[src/rtl/rf_write_arbiter.sv]
// Register-file write-port arbiter: in-order writeback vs. a buffered long-latency unit,
// with a starvation counter. Optional per-register pending scoreboard: RF_ARB_SCOREBOARD_EN.
module rf_write_arbiter #(
  parameter int DEPTH      = 2,
  parameter int STARVE_MAX = 4
) (
  input  logic        clk,
  input  logic        rst_n,
  input  logic        wb_valid,
  input  logic [4:0]  wb_rd,
  input  logic [31:0] wb_data,
  output logic        wb_stall,
  input  logic        lu_valid,
  output logic        lu_ready,
  input  logic [4:0]  lu_rd,
  input  logic [31:0] lu_data,
  output logic        regwrite,
  output logic [4:0]  rd,
  output logic [31:0] writedata,
  output logic [31:0] busy
);
  localparam int AW = (DEPTH > 1) ? $clog2(DEPTH) : 1;
  localparam int CW = AW + 1;

  logic [4:0]    fifo_rd_q   [DEPTH];
  logic [31:0]   fifo_data_q [DEPTH];
  logic [AW-1:0] head_q, tail_q;
  logic [CW-1:0] cnt_q;
  logic [3:0]    starve_q;
  logic          regwrite_q;
  logic [4:0]    rd_q;
  logic [31:0]   writedata_q;

  logic        nonempty, full, force_w, grant_wb, grant_lu, push, pop;
  logic [4:0]  head_rd, sel_rd;
  logic [31:0] sel_data;

  assign nonempty = (cnt_q != '0);
  assign full     = (cnt_q == CW'(DEPTH));
  assign head_rd  = fifo_rd_q[head_q];
  // Forcing depends only on FIFO/counter state so wb_stall never loops back through wb_valid.
  assign force_w  = nonempty && (starve_q == 4'(STARVE_MAX));
  assign grant_lu = force_w || (!wb_valid && nonempty);
  assign grant_wb = !force_w && wb_valid;
  assign push     = lu_valid && !full;
  assign pop      = grant_lu;
  assign sel_rd   = grant_lu ? head_rd : wb_rd;
  assign sel_data = grant_lu ? fifo_data_q[head_q] : wb_data;

  assign wb_stall  = force_w;
  assign lu_ready  = !full;
  assign regwrite  = regwrite_q;
  assign rd        = rd_q;
  assign writedata = writedata_q;

  always_ff @(posedge clk) begin
    if (push) begin
      fifo_rd_q[tail_q]   <= lu_rd;
      fifo_data_q[tail_q] <= lu_data;
    end
  end

  always_ff @(posedge clk or negedge rst_n) begin
    if (!rst_n) begin
      head_q      <= '0;
      tail_q      <= '0;
      cnt_q       <= '0;
      starve_q    <= '0;
      regwrite_q  <= 1'b0;
      rd_q        <= '0;
      writedata_q <= '0;
    end else begin
      if (push) tail_q <= tail_q + 1'b1;
      if (pop)  head_q <= head_q + 1'b1;
      cnt_q <= cnt_q + CW'(push) - CW'(pop);
      if (nonempty && grant_wb)
        starve_q <= (starve_q == 4'(STARVE_MAX)) ? starve_q : starve_q + 4'd1;
      else
        starve_q <= '0;
      // x0 writes are consumed but never reach the register file.
      regwrite_q <= (grant_wb || grant_lu) && (sel_rd != 5'd0);
      if (grant_wb || grant_lu) begin
        rd_q        <= sel_rd;
        writedata_q <= sel_data;
      end
    end
  end

`ifdef RF_ARB_SCOREBOARD_EN
  logic [CW-1:0] pend_q [1:31];
  logic [31:0]   inc_w, dec_w;

  assign inc_w = (push && lu_rd != 5'd0) ? (32'd1 << lu_rd) : 32'd0;
  assign dec_w = (pop && head_rd != 5'd0) ? (32'd1 << head_rd) : 32'd0;

  // Counts rather than flags so duplicate destinations keep busy set until the last pop.
  always_ff @(posedge clk or negedge rst_n) begin
    if (!rst_n) begin
      for (int r = 1; r < 32; r++) pend_q[r] <= '0;
    end else begin
      for (int r = 1; r < 32; r++) begin
        if (inc_w[r] && !dec_w[r])      pend_q[r] <= pend_q[r] + 1'b1;
        else if (dec_w[r] && !inc_w[r]) pend_q[r] <= pend_q[r] - 1'b1;
      end
    end
  end

  always_comb begin
    busy = '0;
    for (int r = 1; r < 32; r++) busy[r] = (pend_q[r] != '0);
  end
`else
  assign busy = '0;
`endif

endmodule

[config.mk]
export PLATFORM = sky130hd
export DESIGN_NAME = rf_write_arbiter
export DESIGN_NICKNAME = d
export VERILOG_FILES = /design/src/rtl/rf_write_arbiter.sv
export SDC_FILE = /design/constraint.sdc
export NUM_CORES = 1
export LEC_CHECK = 0
export CORE_UTILIZATION = 47
export DETAILED_ROUTE_END_ITERATION = 6
export PLACE_DENSITY = 0.8
export SLEW_MARGIN = 20
export SYNTH_ARGS = -nofsm -noshare
export SYNTH_HDL_FRONTEND = slang
export SYNTH_SLANG_ARGS = --single-unit
[constraint.sdc]
create_clock -name clk -period 3 [get_ports clk]
set_clock_uncertainty 0.1 [all_clocks]
set_input_delay 0.6 -clock clk [delete_from_list [all_inputs] [get_ports clk]]
set_output_delay 0.6 -clock clk [all_outputs]
set_load 0.03 [all_outputs]
======== After elaboration in Yosys (flattened, before gate mapping) ========
Memories as Yosys holds them, arrays and structs flattened.
Cells that the tools add are included.
word-level totals
  memories ................................ 2
  input port bits ......................... 78
  bits in writable memories ............... 74
  output and inout bits ................... 72
  flip-flop bits (word level) ............. 46
  logic and storage cells ................. 36
memory list
  name         words  bits a word  read ports  clocked after Yosys merged registers in  wr ports  line  text
  fifo_data_q  2      32           1           0                                        1         26    logic [31:0] fifo_data_q [DEPTH];
  fifo_rd_q    2      5            1           0                                        1         25    logic [4:0] fifo_rd_q [DEPTH];
cells by class
  reduce and logical (&&, ||, !) cells .... 13
  multiplexer cells ....................... 6
  eq/ne operators ......................... 3
  add/sub/neg operators ................... 5
operators with widths
  operator                                        count
  two-way mux 32 bit                              1
  two-way mux 4 bit                               2
  logical AND 1 bit                               6
  two-way mux 5 bit                               1
  nonzero test 5 bit                              1
  adder 4 x 1 -> 4 bit (second input constant)    1
  == test 4 x 3 -> 1 bit (second input constant)  1
  zero test 1 bit                                 3
  adder 1 bit (second input constant)             2
  adder 2 x 1 -> 2 bit                            1
  == test 2 bit (second input constant)           1
  logical OR 1 bit                                2
  two-way mux 1 bit                               2
  != test 2 bit (second input constant)           1
  nonzero test 2 bit                              1
  subtractor 2 x 1 -> 2 bit                       1

======== Depth between registers and ports, before layout ========
  depth in word-level cells ............... 6
  mapped depth ............................ 10
  mapped depth without buffers ............ 9

======== Least setup slack after synthesis ========
No wires, ideal clock.
  path kind ............................... register -> register
  from .................................... reg cnt_q[0]
  to ...................................... mem fifo_data_q[0][0] (enable)
  arrival ................................. 2,495 ps
  buffers on the path ..................... 0
  library setup time ...................... 431 ps
  stages on the path, launching flop included .. 4
  clock period less this slack ............ 3,027 ps
  path slack .............................. -27 ps
  cells stage by stage .................... dfrtp_1 > nand2b_1 > nand2_1 > nor2_1
on the way
  word-level cells in the longest chain between the ends .. 5
ends and longest elaborated chain
  item                                     line  text
  from (decl)                              28    logic [CW-1:0] cnt_q;
  from (signal assigned)                   75    cnt_q <= cnt_q + CW'(push) - CW'(pop);
  == test 2 bit                            39    assign full = (cnt_q == CW'(DEPTH));
  zero test 1 bit                          --
  net lu_ready                             14    output logic lu_ready,
  logical AND 1 bit                        45    assign push = lu_valid && !full;
  two-way mux 1 bit                        57    if (push) begin
  two-way mux 1 bit (implied by the code)  59    fifo_data_q[tail_q] <= lu_data;
  to (decl)                                26
The timed path passes the listed nets, and every way through them passes these cells.

======== Worst setup path in the final report ========
  from .................................... reg starve_q[0]
  to ...................................... out wb_stall
on the way
  word-level cells in the longest chain between the ends .. 2
ends and longest elaborated chain
  item                    line  text
  from (decl)             29    logic [3:0] starve_q;
  from (signal assigned)  77    starve_q <= (starve_q == 4'(STARVE_MAX)) ? starve_q : starve_q + 4'd1;
  == test 4 x 3 -> 1 bit  42    assign force_w = nonempty && (starve_q == 4'(STARVE_MAX));
  logical AND 1 bit       42
  to (decl)               12    output logic wb_stall,
Every way passes these cells.

==> results.py <==
metrics = {
    "timing": {
        "min_period_ps": 2850,
        "max_slew_margin_pct": 58.0,
        "period_share_pct": 94.9,
        "fmax_mhz": 351,
        "unrepaired_setup_endpoints_after_global_routing": "false",
        "final.setup.tns_ps": 0,
        "number_of_pins_with_negative_max_slew_slack_in_the_final_report": 0,
        "post-route-worst-setup-slack_ps": 152,
        "pin_slew_with_the_least_headroom_to_its_limit_ps": 629,
        "timing_hold_violations_final": 0,
        "setup-violations-final": 0,
    },
    "logic_synthesis": {
        "syn_area_um2": 5060,
        "postSynthAreaPerCell_um2": 15.3,
        "ys_seq_area_share_pct": 66.7,
        "ys_warn_count": 0,
        "ys_top_cells_by_area": "sky130_fd_sc_hd__edfxtp_1 44%, sky130_fd_sc_hd__dfrtp_1 23%, sky130_fd_sc_hd__mux2i_1 7.3%",
        "netlist.area_leader.share_pct": 43.9,
        "synth.largest_area_cell": "sky130_fd_sc_hd__edfxtp_1",
        "synth-seq-cells": 120,
        "synthesis.instances": 330,
        "synth.distinct_cells": 30,
    },
    "floorplanning": {
        "fp.dieH_um": 106,
        "coreArea_um2": 10400,
        "num_rows": 37,
        "io_pins": 150,
        "die_area_um2": 11200,
        "floorplan.initialDensity_pct": 48.8,
        "die_x_um": 106,
    },
    "placed_design": {
        "hpwl_um": 7710,
        "io_buffer_count": 117,
        "gpl.final_weighted_congestion": 0.776,
        "placement_stage_cell_area_um2": 6280,
        "place_ws_ps": 626,
    },
    "clocking": {
        "h_tree_levels": 4,
        "buffer_cell_driving_the_clock_tree_root": "sky130_fd_sc_hd__clkbuf_8",
        "post_cts_hold_buffer_count": 0,
        "post-cts-setup-buffers": 0,
        "cts.reportedPaths.clkPinSlew_ps": 60,
        "tritoncts": "done",
        "clock_sink_count": 120,
        "clk_latency_ps": 510,
        "number_of_buffers_on_the_longest_clock_path": 2,
        "cts_buffers": 17,
        "cts-resized-gates": 0,
    },
    "pwr": {
        "p_seq_share_pct": 38.8,
        "vdd_drop_max_mv": 0.440,
        "swShare_pct": 34.7,
        "power.clock.fraction_pct": 27.6,
        "total_leakage_power_uw": 0.00261,
        "internal_power_uw": 4320,
        "netSwitchingPower_uw": 2300,
        "cellPowerDensity_nw_per_um2": 970,
        "pwr-share-comb_pct": 33.6,
    },
    "worst_setup_path": {
        "critical_path_cell_by_cell": "inv_1, ha_1, nand3b_1, nor2_1, clkdlybuf4s50_1",
        "critical_path.startpoint_type": "flip-flop",
        "crit_path_max_incr_delay_ps": 710,
        "cp_slowest_cell": "sky130_fd_sc_hd__clkdlybuf4s50_1",
        "timing.critical_path.to_type": "output pin",
        "critPathRequiredTime_ps": 2300,
        "critPathArrivalTime_ps": 2150,
        "reg2reg_depth": 10,
        "setup.worst_path.class": "flip-flop to output pin",
        "cp_max_fo": 4,
    },
    "layout": {
        "design.final.nets": 534,
        "filler_cell_count": 744,
        "layout-drive-gt1-share_pct": 11.2,
        "num_antenna_cells": 0,
        "layout-area-overhead-vs-synth_pct": 34.9,
        "final_instance_area_um2": 6820,
    },
    "detailed_routing": {
        "antenna_left": 0,
        "vias_per_cell": 5.53,
        "post-route-drc-count": 0,
        "drt-initial-drc-count": 235,
        "vias": 3323,
        "routed_wire_length_per_instance_um": 19.3,
        "finalWirelength_um": 11600,
        "detailedRoute.firstPassIterationCount": 4,
    },
    "grt": {
        "globalRoute.totalOverflow": 0,
        "grt_first_pass_wirelength_um": 17900,
        "grt_use_total_pct": 21.6,
        "number_of_global_route_vias_before_repair": 3494,
        "antenna_found_initial": 0,
        "maximum_number_of_pins_on_one_net_before_global_route_repair": 40,
    },
    "min_path": {
        "timing.hold.worst.class": "input port to asynchronous set/reset pin",
    },
    "run_status": {
        "outcome": "complete, no violations",
    },
    "run": {
        "drv_cap": 0,
    },
}
-- power groups by stage --
stage / combinational [uW] / clock (uW) / sequential (uW)
CTS: 2240 / 1860 / 2560
finish: 2220 / 1830 / 2570
global route: 2360 / 1940 / 2610
global placement: 2170 / 0 / 2560
floorplan: 1070 / 0 / 2860
detailed placement: 2220 / 0 / 2580
-- final timing paths --
kind / endpoint / startpoint / slack [ps]
setup / recovery: wb_stall / starve_q[0] / 150
hold / removal: writedata[5] / rst_n / 7
setup reg to reg: cnt_q[1] / starve_q[0] / 590
hold reg to reg: starve_q[0] / starve_q[0] / 400
max in group asynchronous: writedata[18] / rst_n / 2150
min in group clk: starve_q[0] / starve_q[0] / 400
-- routing by layer --
metal	vias to the layer above	global-route usage [%]	share of wire (%)
met5	-	0	0
met4	0	9.13	2.2
met3	18	4.89	6.0
met2	159	36.4	53
met1	1665	26.8	39
li1	1481	-	-
-- kinds of logic (layout without fill, tap and decap cells) --
family	after synthesis	in the layout	share of synthesized area, %
xor gates and xnor gates	6	6	1.04
and+or+nand+nor	20	20	2.15
buffers and inverters	62	166	7.77
DFF	120	120	66.7
other	1	32	0.0742
muxes	37	37	7.33
adders and majority gates	4	4	0.990
AOI/OAI and AO/OA	80	80	13.9
-- registers in the layout, summed over array words and instances (netlist names) --
signal	flops
writedata	32
fifo_rd_q	10
head_q	1
starve_q	4
tail_q	1
rd	5
regwrite	1
cnt_q	2
fifo_data_q	64
-- synthesized netlist by cell type --
| library cell | instances |
|---|---|
| sky130_fd_sc_hd__clkbuf_1 | 10 |
| sky130_fd_sc_hd__buf_2 | 11 |
| sky130_fd_sc_hd__edfxtp_1 | 74 |
| sky130_fd_sc_hd__xor2_1 | 2 |
| sky130_fd_sc_hd__nand2b_1 | 1 |
| sky130_fd_sc_hd__a21oi_2 | 1 |
| sky130_fd_sc_hd__a2bb2oi_1 | 1 |
| sky130_fd_sc_hd__nor4_1 | 2 |
| sky130_fd_sc_hd__nand2_1 | 1 |
| sky130_fd_sc_hd__ha_1 | 4 |
| sky130_fd_sc_hd__nor3_2 | 1 |
| sky130_fd_sc_hd__nor2_1 | 9 |
| sky130_fd_sc_hd__a221oi_2 | 1 |
| sky130_fd_sc_hd__a22o_1 | 1 |
| sky130_fd_sc_hd__conb_1 | 1 |
| sky130_fd_sc_hd__xnor2_1 | 4 |
| sky130_fd_sc_hd__nand3_1 | 1 |
| sky130_fd_sc_hd__a21bo_2 | 1 |
| sky130_fd_sc_hd__o21a_1 | 1 |
| sky130_fd_sc_hd__dfrtp_1 | 46 |
| sky130_fd_sc_hd__nor4b_1 | 1 |
| sky130_fd_sc_hd__a211oi_1 | 38 |
| sky130_fd_sc_hd__a221o_1 | 36 |
| sky130_fd_sc_hd__and3_1 | 1 |
| sky130_fd_sc_hd__or4_1 | 1 |
| sky130_fd_sc_hd__buf_4 | 33 |
| sky130_fd_sc_hd__nand3b_1 | 2 |
| sky130_fd_sc_hd__mux2i_1 | 37 |
| sky130_fd_sc_hd__inv_1 | 5 |
| sky130_fd_sc_hd__buf_6 | 3 |
-- cells in the final DEF (no fill, tap or decap), drive strengths merged, types with 2 or more instances in the layout --
cell and instances:
a211oi 38, edfxtp 74, xor2 2, mux2i 37, clkdlybuf4s50 115, xnor2 4
conb 32, dfrtp 46, nor2 9, inv 8, a221o 36, ha 4
nor4 2, clkinv 5, buf 14, nand3b 2, clkbuf 17, clkinvlp 6
-- cell type report --
cell class | count | area [um^2] | share of cell area, %
Clock buffer | 17 | 414 | 6.07
Timing Repair Buffer | 129 | 1290 | 18.9
Tap cell | 136 | 170 | 2.49
Multi-Input combinational cell | 179 | 1430 | 20.9
Inverter | 5 | 18.8 | 0.275
Clock inverter | 15 | 128 | 1.87
Sequential cell | 120 | 3370 | 49.5
-- worst max-delay path, delay by kind of cell, from the launching register on --
family                     cells  cell delay (ps)
and+or+nand+nor                2              250
buffers and inverters          2              790
DFF                            1              410
adders and majority gates      1              180
-- metrics by stage --
stage / total power, uW / instances / hold WS, ps / util, %
2_1_floorplan: 3930 / 361 / 204 / -
3_3_place_gp: 4730 / 569 / 367 / 60.6
3_5_place_dp: 4810 / 569 / 394 / 60.6
4_1_cts: 6670 / 601 / 19.6 / 65.8
5_1_grt: 6910 / 601 / 42.1 / 65.8
6_report: 6620 / 601 / 6.78 / 65.8
Note: power is estimated with default switching activity, not from simulation.
